===== src/rtl/pipe_stage_reg.sv =====
// Generic pipeline-stage register: valid/ready handshake, stall, flush with kill-masked bubble,
// optional skid entry so upstream ready comes straight from a flop.
module pipe_stage_reg #(
  parameter int                 CTRL_W    = 16,
  parameter int                 DATA_W    = 160,
  parameter logic [CTRL_W-1:0]  KILL_MASK = {CTRL_W{1'b1}},
  parameter bit                 SKID      = 1'b1
) (
  input  logic              clk,
  input  logic              reset,
  input  logic              i_valid,
  output logic              o_ready,
  input  logic [CTRL_W-1:0] i_ctrl,
  input  logic [DATA_W-1:0] i_data,
  input  logic              i_flush,
  output logic              o_valid,
  input  logic              i_ready,
  output logic [CTRL_W-1:0] o_ctrl,
  output logic [DATA_W-1:0] o_data,
  output logic [1:0]        o_count
);

  // Encoding equals the number of held entries, so o_count is the state itself.
  typedef enum logic [1:0] {
    EMPTY = 2'd0,
    ONE   = 2'd1,
    FULL  = 2'd2
  } state_t;

  state_t              state_q, state_d;
  logic                m_valid_q;
  logic                ready_q;
  logic [CTRL_W-1:0]   m_ctrl_q, s_ctrl_q;
  logic [DATA_W-1:0]   m_data_q, s_data_q;

  logic                accept, drain;
  logic                load_m_in, load_m_skid, load_s;

  assign o_ready = SKID ? ready_q : (!m_valid_q || i_ready);
  assign accept  = i_valid && o_ready;
  assign drain   = m_valid_q && i_ready;

  // NOTE: every output of a combinational block gets a default first, otherwise paths
  // that do not assign it infer a latch.
  always_comb begin
    state_d     = state_q;
    load_m_in   = 1'b0;
    load_m_skid = 1'b0;
    load_s      = 1'b0;
    if (i_flush) begin
      state_d = EMPTY;
    end else begin
      unique case (state_q)
        EMPTY: begin
          if (accept) begin
            state_d   = ONE;
            load_m_in = 1'b1;
          end
        end
        ONE: begin
          unique case ({accept, drain})
            2'b11: load_m_in = 1'b1;
            2'b10: begin
              // Without a skid entry o_ready already implies i_ready, so this is unreachable.
              if (SKID) begin
                state_d = FULL;
                load_s  = 1'b1;
              end
            end
            2'b01:   state_d = EMPTY;
            default: state_d = ONE;
          endcase
        end
        FULL: begin
          if (drain) begin
            state_d     = ONE;
            load_m_skid = 1'b1;
          end
        end
        default: state_d = EMPTY;
      endcase
    end
  end

  // NOTE: sequential state uses non-blocking assignments so all flops update from
  // pre-edge values regardless of statement order.
  always_ff @(posedge clk or posedge reset) begin
    if (reset) begin
      state_q   <= EMPTY;
      m_valid_q <= 1'b0;
      ready_q   <= 1'b1;
    end else begin
      state_q   <= state_d;
      m_valid_q <= (state_d != EMPTY);
      ready_q   <= (state_d != FULL);
    end
  end

  // NOTE: the payload registers are reset too, because o_data must read 0 out of reset;
  // they are wide, but they are ordinary flops, not a RAM.
  always_ff @(posedge clk or posedge reset) begin
    if (reset) begin
      m_ctrl_q <= '0;
      m_data_q <= '0;
      s_ctrl_q <= '0;
      s_data_q <= '0;
    end else begin
      // Flush keeps the data but zeroes the killable control bits, leaving a clean bubble.
      if (i_flush) begin
        m_ctrl_q <= m_ctrl_q & ~KILL_MASK;
      end else if (load_m_in) begin
        m_ctrl_q <= i_ctrl;
        m_data_q <= i_data;
      end else if (load_m_skid) begin
        m_ctrl_q <= s_ctrl_q;
        m_data_q <= s_data_q;
      end
      if (load_s) begin
        s_ctrl_q <= i_ctrl;
        s_data_q <= i_data;
      end
    end
  end

  assign o_valid = m_valid_q;
  assign o_ctrl  = m_valid_q ? m_ctrl_q : (m_ctrl_q & ~KILL_MASK);
  assign o_data  = m_data_q;
  assign o_count = state_q;

endmodule


===== config.mk =====
export PLATFORM = sky130hd
export DESIGN_NAME = pipe_stage_reg
export DESIGN_NICKNAME = d
export VERILOG_FILES = /design/src/rtl/pipe_stage_reg.sv
export SDC_FILE = /design/constraint.sdc
export NUM_CORES = 1
export LEC_CHECK = 0
export ABC_AREA = 1
export BUFFER_PORTS_ARGS = -buffer_cell sky130_fd_sc_hd__buf_2
export CAP_MARGIN = 30
export CORE_UTILIZATION = 58
export DETAILED_ROUTE_END_ITERATION = 8
export GPL_ROUTABILITY_DRIVEN = 0
export GPL_TIMING_DRIVEN = 1
export PLACE_DENSITY = 0.85
export SYNTH_ARGS = -nofsm -noshare
export SYNTH_HDL_FRONTEND = slang
export SYNTH_SLANG_ARGS = --single-unit

===== constraint.sdc =====
create_clock -name clk -period 31.5 [get_ports clk]
set_input_delay 4.725 -clock clk [delete_from_list [all_inputs] [get_ports clk]]
set_output_delay 4.725 -clock clk [all_outputs]
set_load 0.03 [all_outputs]

==> results of run 1 <==
## critical path, stage by stage
cell and delay, ps:
buf_2 110, inv_2 630, nand3_4 860, inv_6 840, buf_4 560, buf_16 330
nand2_1 120, nand2_1 80
## cell type report
class                   count  share of cell area
flip-flops and latches    356               0.486
multi-input cells        1283               0.296
repair buffers            376               0.110
clock buffers              51              0.0612
well taps                 330              0.0225
inverters                  74              0.0161
clock inverters            13             0.00690
diodes                      4            0.000546
## per-stage QoR
| stage | power, mW | hold slack, ps | area [µm²] |
|---|---|---|---|
| 5_1_grt | 1.68 | 492 | 18300 |
| 3_3_place_gp | 1.13 | 461 | 16900 |
| 3_5_place_dp | 1.15 | 465 | 17000 |
| 2_1_floorplan | 1.00 | 449 | 15100 |
| 4_1_cts | 1.60 | 481 | 18200 |
| 6_report | 1.60 | 476 | 18300 |
## sequential cells by signal, indices dropped and copies added, names as in the netlist
register,flops
o_valid,1
o_count,2
s_data_q,160
o_data,160
o_ready,1
m_ctrl_q,16
s_ctrl_q,16
## layer usage
| metal | routed length, µm | up-vias | global-route usage |
|---|---|---|---|
| li1 | - | 6408 | - |
| met1 | 16300 | 6687 | 0.406 |
| met2 | 20400 | 760 | 0.503 |
| met3 | 3780 | 132 | 0.0630 |
| met4 | 1910 | 6 | 0.159 |
| met5 | 32 | - | 0 |
## logic make-up (layout without fill, tap and decap cells)
| logic type | after synthesis | count (layout) | share of synthesized area |
|---|---|---|---|
| flip-flops | 356 | 356 | 0.589 |
| AO/OA/AOI/OAI | 19 | 19 | 0.00645 |
| AND/OR/NAND/NOR | 1264 | 1264 | 0.351 |
| other | 0 | 4 | 0 |
| buffers and inverters | 196 | 514 | 0.0543 |
## where the power goes
group,total (mW),switching [mW],internal (mW)
clock network,0.445,0.180,0.265
logic,0.437,0.299,0.138
registers,0.717,0.0981,0.619
## final timing paths
kind	endpoint	cells after the start
setup reg to reg	s_data_q[30]	9
min in group asynchronous	o_data[82]	2
hold reg to reg	s_data_q[93]	2
hold / removal	s_data_q[93]	2
max in group asynchronous	s_data_q[121]	5
setup / recovery	s_data_q[30]	8
## cells in the final DEF (no fill, tap or decap), types with 3 or more instances in the layout
cell type,n
o21ai_0,18
nand2_1,874
clkbuf_8,10
buf_16,5
nand3_1,352
inv_2,3
inv_1,67
buf_4,11
dfrtp_1,355
nand3_4,3
clkbuf_16,39
diode_2,4
clkinvlp_4,3
clkinv_2,7
nand4_1,32
buf_2,360
==> flow_metrics.py, run 1 <==
metrics = {
    "final_layout": {
        "multi_input_area_mm2": 0.00542,
        "final.fill_count": 1868,
        "nets": 2310,
        "finalNonFillerCells": 2487,
        "drive_gt1_frac": 0.210,
        "seqCellArea_mm2": 0.00891,
        "utilization": 0.721,
        "synthToLayoutAreaGrowth_pct": 21.0,
    },
    "synth": {
        "synth_fp_nets": 2016,
        "synthArstFlopShare": 1.00,
        "synth.most_common_cell": "nand2_1",
        "yosysTopAreaCellShare": 0.587,
        "netlist.top_cell.by_area": "dfrtp_1",
        "syn_area_per_cell_um2": 8.25,
        "synth_ff_type": "dfrtp_1",
        "synthTopCellsByArea": "dfrtp_1, nand2_1, nand3_1",
        "synth-edff-count": 0,
        "synth_seq_area_share": 0.589,
        "netlist_top_cells_count": "nand2_1, dfrtp_1, nand3_1",
        "ys_warn_count": 0,
        "syn-instance-count": 1835,
        "ys_seq_elements": 356,
        "synth_area_mm2": 0.0151,
        "yosysUniqueCellTypes": 17,
    },
    "cts": {
        "clk_latency_ps": 520,
        "cts_tree": "yes",
        "holdBufCountCts": 0,
        "cts_resized": 0,
        "cts_setup_buffers": 0,
        "cts_buffers": 38,
        "clockBufferDepth": 3,
        "htree_levels": 2,
        "cts.sinks": 356,
        "cts.clk_slew.worst_paths_ps": 60,
        "root_buffer": "clkbuf_16",
    },
    "power_and_ir_drop": {
        "p_leak_nw": 10.1,
        "power_per_cell_area_mw_per_mm2": 87.3,
        "ir_drop_mv": 0.0530,
    },
    "route": {
        "via_count": 13993,
        "drc": 0,
        "routed_wl_mm": 42.4,
        "detail_route.vias_per_cell": 5.63,
        "first_pass_iters": 6,
        "antenna_left": 0,
        "drtIter0Drc": 1790,
        "wl_per_cell_um": 17.1,
    },
    "critical_path": {
        "worst-setup-path-type": "primary input to flop",
        "ff2ff_setup_slack_ps": 27140,
        "cp-start-kind": "primary input",
        "worstPathMaxFanout": 83,
        "cp.required_ps": 31950,
        "r2r_start": "o_valid",
        "worstPathArrival_ps": 8380,
        "startpoint": "i_flush",
        "end_kind": "flop",
    },
    "sta": {
        "setup_viol": 0,
        "report.final.slew_viol_count": 0,
        "worst_slack_ps": 23560,
        "tightest_slew_ps": 1040,
        "fin_setup_tns_ps": 0,
        "min_period_ps": 7940,
        "rsz0062_at_grt": "no",
        "hold_violations": 0,
        "finClkSkew_ps": 14.6,
        "max_freq_mhz": 126,
        "max_slew_margin": 0.306,
        "fin_crit_sh": 0.252,
    },
    "die": {
        "start_util": 0.596,
        "die-area_mm2": 0.0268,
        "die_y_um": 164,
        "die_w_um": 164,
        "num_rows": 58,
        "ios": 361,
        "core_area_mm2": 0.0254,
    },
    "outcome": {
        "outcome": "complete, no violations",
    },
    "global_route": {
        "grt_max_degree": 135,
        "grt_usage": 0.313,
        "antenna_found_initial": 7,
        "grt_pass1_vias": 13208,
        "grt-ovfl-total": 0,
        "grt_pass1_wl_mm": 66.7,
    },
    "placed_design": {
        "dp_cells": 2416,
        "dp_slack_ps": 23090,
        "hpwl_mm": 25.9,
        "port_buffers": 360,
    },
    "min_path": {
        "worst_hold_path_type": "flop to flop",
        "worstHoldStart": "s_data_q[93]",
    },
    "flow_run": {
        "max_cap_violations": 0,
    },
}
Note: power is estimated with default switching activity, not from simulation.
==> run 2: changes to the inputs <==
- CORE_UTILIZATION: 58 -> 54
- PLACE_DENSITY: 0.85 -> 0.8
- clock period: 31.5 -> 7.8 ns (I/O delays scaled with it)
==> flow_metrics.py, run 2 (synthesis gave the netlist of run 1 again) <==
metrics = {
    "die": {
        "num_rows": 60,
        "die_w_um": 169,
        "die_y_um": 169,
        "ios": 361,
        "die-area_mm2": 0.0287,
        "start_util": 0.556,
        "core_area_mm2": 0.0273,
    },
    "sta": {
        "min_period_ps": 3980,
        "max_slew_margin": 0.328,
        "setup_viol": 0,
        "max_freq_mhz": 252,
        "hold_violations": 0,
        "tightest_slew_ps": 1010,
        "finClkSkew_ps": 14.6,
        "fin_setup_tns_ps": 0,
        "rsz0062_at_grt": "no",
        "worst_slack_ps": 3820,
        "report.final.slew_viol_count": 0,
        "fin_crit_sh": 0.510,
    },
    "critical_path": {
        "end_kind": "flop",
        "worst-setup-path-type": "primary input to flop",
        "max_stage_delay_ps": 900,
        "cp_top_family": "buffers and inverters",
        "worstPathMaxFanout": 72,
        "path_cells": "buf_2 -> inv_2 -> nand3_4 -> inv_6 -> buf_4 -> nand2_1 -> nand2_1",
        "cp.buffers_inverters": 4,
        "cp-start-kind": "primary input",
        "worstPathArrival_ps": 4410,
        "cp_common_cell": "nand2_1",
        "slowest_stage": "nand3_4",
        "cp.required_ps": 8240,
    },
    "power_and_ir_drop": {
        "p_leak_nw": 9.99,
        "p_total_mw": 6.35,
        "power_per_cell_area_mw_per_mm2": 348,
        "ir_drop_mv": 0.236,
    },
    "placed_design": {
        "dp_slack_ps": 3370,
        "hpwl_mm": 25.8,
        "dp_cells": 2459,
        "port_buffers": 360,
    },
    "global_route": {
        "grt_max_degree": 164,
        "antenna_found_initial": 8,
        "grt_usage": 0.292,
        "grt_pass1_wl_mm": 67.1,
        "grt_pass1_vias": 13174,
        "grt-ovfl-total": 0,
    },
    "cts": {
        "htree_levels": 2,
        "clk_latency_ps": 510,
        "holdBufCountCts": 0,
        "cts.sinks": 356,
        "clockBufferDepth": 3,
        "root_buffer": "clkbuf_16",
        "cts_tree": "yes",
        "cts_resized": 0,
        "cts.clk_slew.worst_paths_ps": 60,
        "cts_buffers": 37,
        "cts_setup_buffers": 0,
    },
    "route": {
        "antenna_left": 0,
        "wl_per_cell_um": 16.5,
        "via_count": 13738,
        "drtIter0Drc": 1456,
        "first_pass_iters": 5,
        "routed_wl_mm": 41.8,
        "detail_route.vias_per_cell": 5.43,
        "drc": 0,
    },
    "final_layout": {
        "nets": 2307,
        "final.fill_count": 2232,
        "drive_gt1_frac": 0.206,
        "layout_common_cells": "nand2_1, buf_2, dfrtp_1",
        "finalNonFillerCells": 2529,
        "synthToLayoutAreaGrowth_pct": 20.6,
        "final_common_cell": "nand2_1",
    },
    "flow_run": {
        "max_cap_violations": 0,
    },
    "min_path": {
        "worst_hold_path_type": "flop to flop",
    },
    "outcome": {
        "outcome": "complete, no violations",
    },
}
[run 2: layout make-up]
cell class,count,area [µm²],share of cell area
clock inverters,9,80.1,0.00439
diodes,8,20.0,0.00110
multi-input cells,1283,5420,0.297
flip-flops and latches,356,8910,0.488
clock buffers,53,1100,0.0602
well taps,372,465,0.0255
inverters,74,292,0.0160
repair buffers,374,1970,0.108
[run 2: report_power, final]
part | leakage, nW | internal, mW | switching (mW)
Clock | 0.582 | 1.01 | 0.710
Sequential | 4.45 | 2.50 | 0.370
Combinational | 4.96 | 0.552 | 1.21
Total | 9.99 | 4.06 | 2.29
[run 2: final timing paths]
| kind | endpoint | slack, ps | depth (start not counted) | from |
|---|---|---|---|---|
| setup / recovery | s_data_q[94] | 3820 | 7 | i_flush |
| hold / removal | s_data_q[10] | 480 | 2 | s_data_q[10] |
| setup reg to reg | s_data_q[94] | 3940 | 8 | o_valid |
| hold reg to reg | s_data_q[10] | 480 | 2 | s_data_q[10] |
| max in group asynchronous | o_data[92] | 5120 | 4 | reset |
| min in group asynchronous | o_data[139] | 730 | 2 | reset |
[run 2: through the flow]
stage                     hold slack (ps)  utilization  area [µm²]
after floorplan                       449            -       15100
after global placement                461        0.624       17000
after detailed placement              465        0.626       17100
after CTS                             481        0.669       18200
final                                 478        0.670       18300
after global routing                  491        0.670       18300
[run 2: worst min-delay path, cell delays in order (launching register included)]
cell     delay [ps]
dfrtp_1         340
nand2_1          50
nand2_1          50
[run 2: layer usage]
layer	GRT usage	routed length (µm)
met4	0.145	1860
met5	0	13
met3	0.0672	3720
met1	0.388	16700
met2	0.454	19400
==> run 3: changes to the inputs <==
- clock period: 7.8 -> 4.01 ns (I/O delays scaled with it)
==> flow_metrics.py, run 3 (synthesis gave the netlist of run 1 again) <==
metrics = {
    "outcome": {
        "outcome": "complete, no violations",
    },
    "route": {
        "met2RoutedLength_mm": 19.9,
        "detail_route.vias_per_cell": 5.47,
        "first_pass_iters": 5,
        "drc": 0,
        "wirelength_met1_mm": 16.8,
        "via_count": 13874,
        "maxUsedRoutingLayer": "met5",
        "wl_met3_mm": 3.31,
        "antenna_left": 0,
        "routed_wl_mm": 41.5,
        "wl_per_cell_um": 16.4,
        "drtIter0Drc": 1327,
    },
    "min_path": {
        "worst_hold_path_type": "primary input to asynchronous set/reset pin",
    },
    "global_route": {
        "antenna_found_initial": 7,
        "grt_pass1_vias": 13334,
        "grt_usage": 0.292,
        "grt-ovfl-total": 0,
        "grt_pass1_wl_mm": 67.2,
        "grt_max_degree": 162,
    },
    "cts": {
        "cts.clk_slew.worst_paths_ps": 60,
        "cts_resized": 0,
        "cts_setup_buffers": 0,
        "holdBufCountCts": 0,
        "cts_tree": "yes",
        "clk_latency_ps": 510,
        "cts.sinks": 356,
        "root_buffer": "clkbuf_16",
        "clockBufferDepth": 3,
        "htree_levels": 2,
        "cts_buffers": 38,
    },
    "sta": {
        "hold_violations": 0,
        "fin_crit_sh": 0.742,
        "report.final.slew_viol_count": 0,
        "setup_viol": 0,
        "tightest_slew_ps": 1000,
        "finClkSkew_ps": 10.4,
        "whs_ps": 169,
        "rsz0062_at_grt": "no",
        "max_freq_mhz": 336,
        "min_period_ps": 2970,
        "max_slew_margin": 0.330,
    },
    "final_layout": {
        "nets": 2312,
        "synthToLayoutAreaGrowth_pct": 21.5,
        "final_common_cell": "nand2_1",
        "final.fill_count": 2204,
        "utilization": 0.675,
        "multi_input_area_mm2": 0.00542,
        "layout_common_cells": "nand2_1, buf_2, dfrtp_1",
        "seqCellArea_mm2": 0.00891,
        "drive_gt1_frac": 0.208,
    },
    "power_and_ir_drop": {
        "p_leak_nw": 10.1,
        "power_per_cell_area_mw_per_mm2": 675,
        "ir_drop_mv": 0.440,
    },
    "die": {
        "num_rows": 60,
        "die_w_um": 169,
        "start_util": 0.556,
        "die-area_mm2": 0.0287,
        "die_y_um": 169,
        "core_area_mm2": 0.0273,
        "ios": 361,
    },
    "critical_path": {
        "worstPathMaxFanout": 70,
        "cp_top_family": "buffers and inverters",
        "startpoint": "o_valid",
        "r2r-end": "o_data[89]",
        "cp.buffers_inverters": 4,
        "r2r_start": "o_valid",
        "end_kind": "flop",
        "max_stage_delay_ps": 700,
        "worst-setup-path-type": "flop to flop",
        "cp.required_ps": 4460,
        "ff2ff_setup_slack_ps": 1040,
        "slowest_stage": "buf_4",
        "ff2ff_path_depth": 8,
        "path_cells": "nand2_2 -> inv_2 -> nand3_4 -> buf_4 -> buf_16 -> buf_4 -> nand3_1 -> nand3_1",
        "worstPathArrival_ps": 3420,
        "cp-start-kind": "flop",
    },
    "placed_design": {
        "hpwl_mm": 25.6,
        "port_buffers": 360,
    },
    "flow_run": {
        "max_cap_violations": 0,
    },
}
run 3: cell count changes in the layout (fill, tap and decap cells not counted), sizes merged:
cell,delta
clkbuf,+6
diode,-2
buf,+4
inv,-1
run 3: worst max-delay path by stage:
| stage | endpoint | cells past startpoint |
|---|---|---|
| 2_1_floorplan | m_ctrl_q[0] | 1 |
| 5_1_grt | o_data[89] | 8 |
| 3_3_place_gp | o_data[103] | 8 |
| 4_1_cts | o_data[63] | 7 |
| 6_report | o_data[89] | 8 |
| 3_5_place_dp | o_data[89] | 8 |
run 3: power by group:
part	switching, mW	internal [mW]
sequential	0.720	4.86
clock	1.39	2.04
combinational	2.34	1.08
run 3: stage by stage:
step                      instances  area (µm²)  setup TNS [ps]  total power [mW]  setup WS (ps)
after floorplan                1835       15100         -483220              7.87          -1360
after global placement         2462       17100               0              8.88           1010
after detailed placement       2462       17100               0              9.02            917
after CTS                      2529       18400               0              12.5            934
after global routing           2536       18400               0              13.1            888
final                          2536       18400               0              12.4           1040
run 3: per-layer routing:
metal  vias up  global-route usage
met4         2               0.126
met2       634               0.463
met1      6715               0.396
met3       100              0.0532
li1       6423                   -
met5         -                   0
run 3: cell type report:
class                           instances  share of cell area
Sequential cell                       356               0.484
Multi-Input combinational cell       1283               0.295
Timing Repair Buffer                  378               0.112
Clock buffer                           59              0.0626
Tap cell                              372              0.0253
Inverter                               74              0.0158
Clock inverter                          8             0.00408
Antenna cell                            6            0.000816
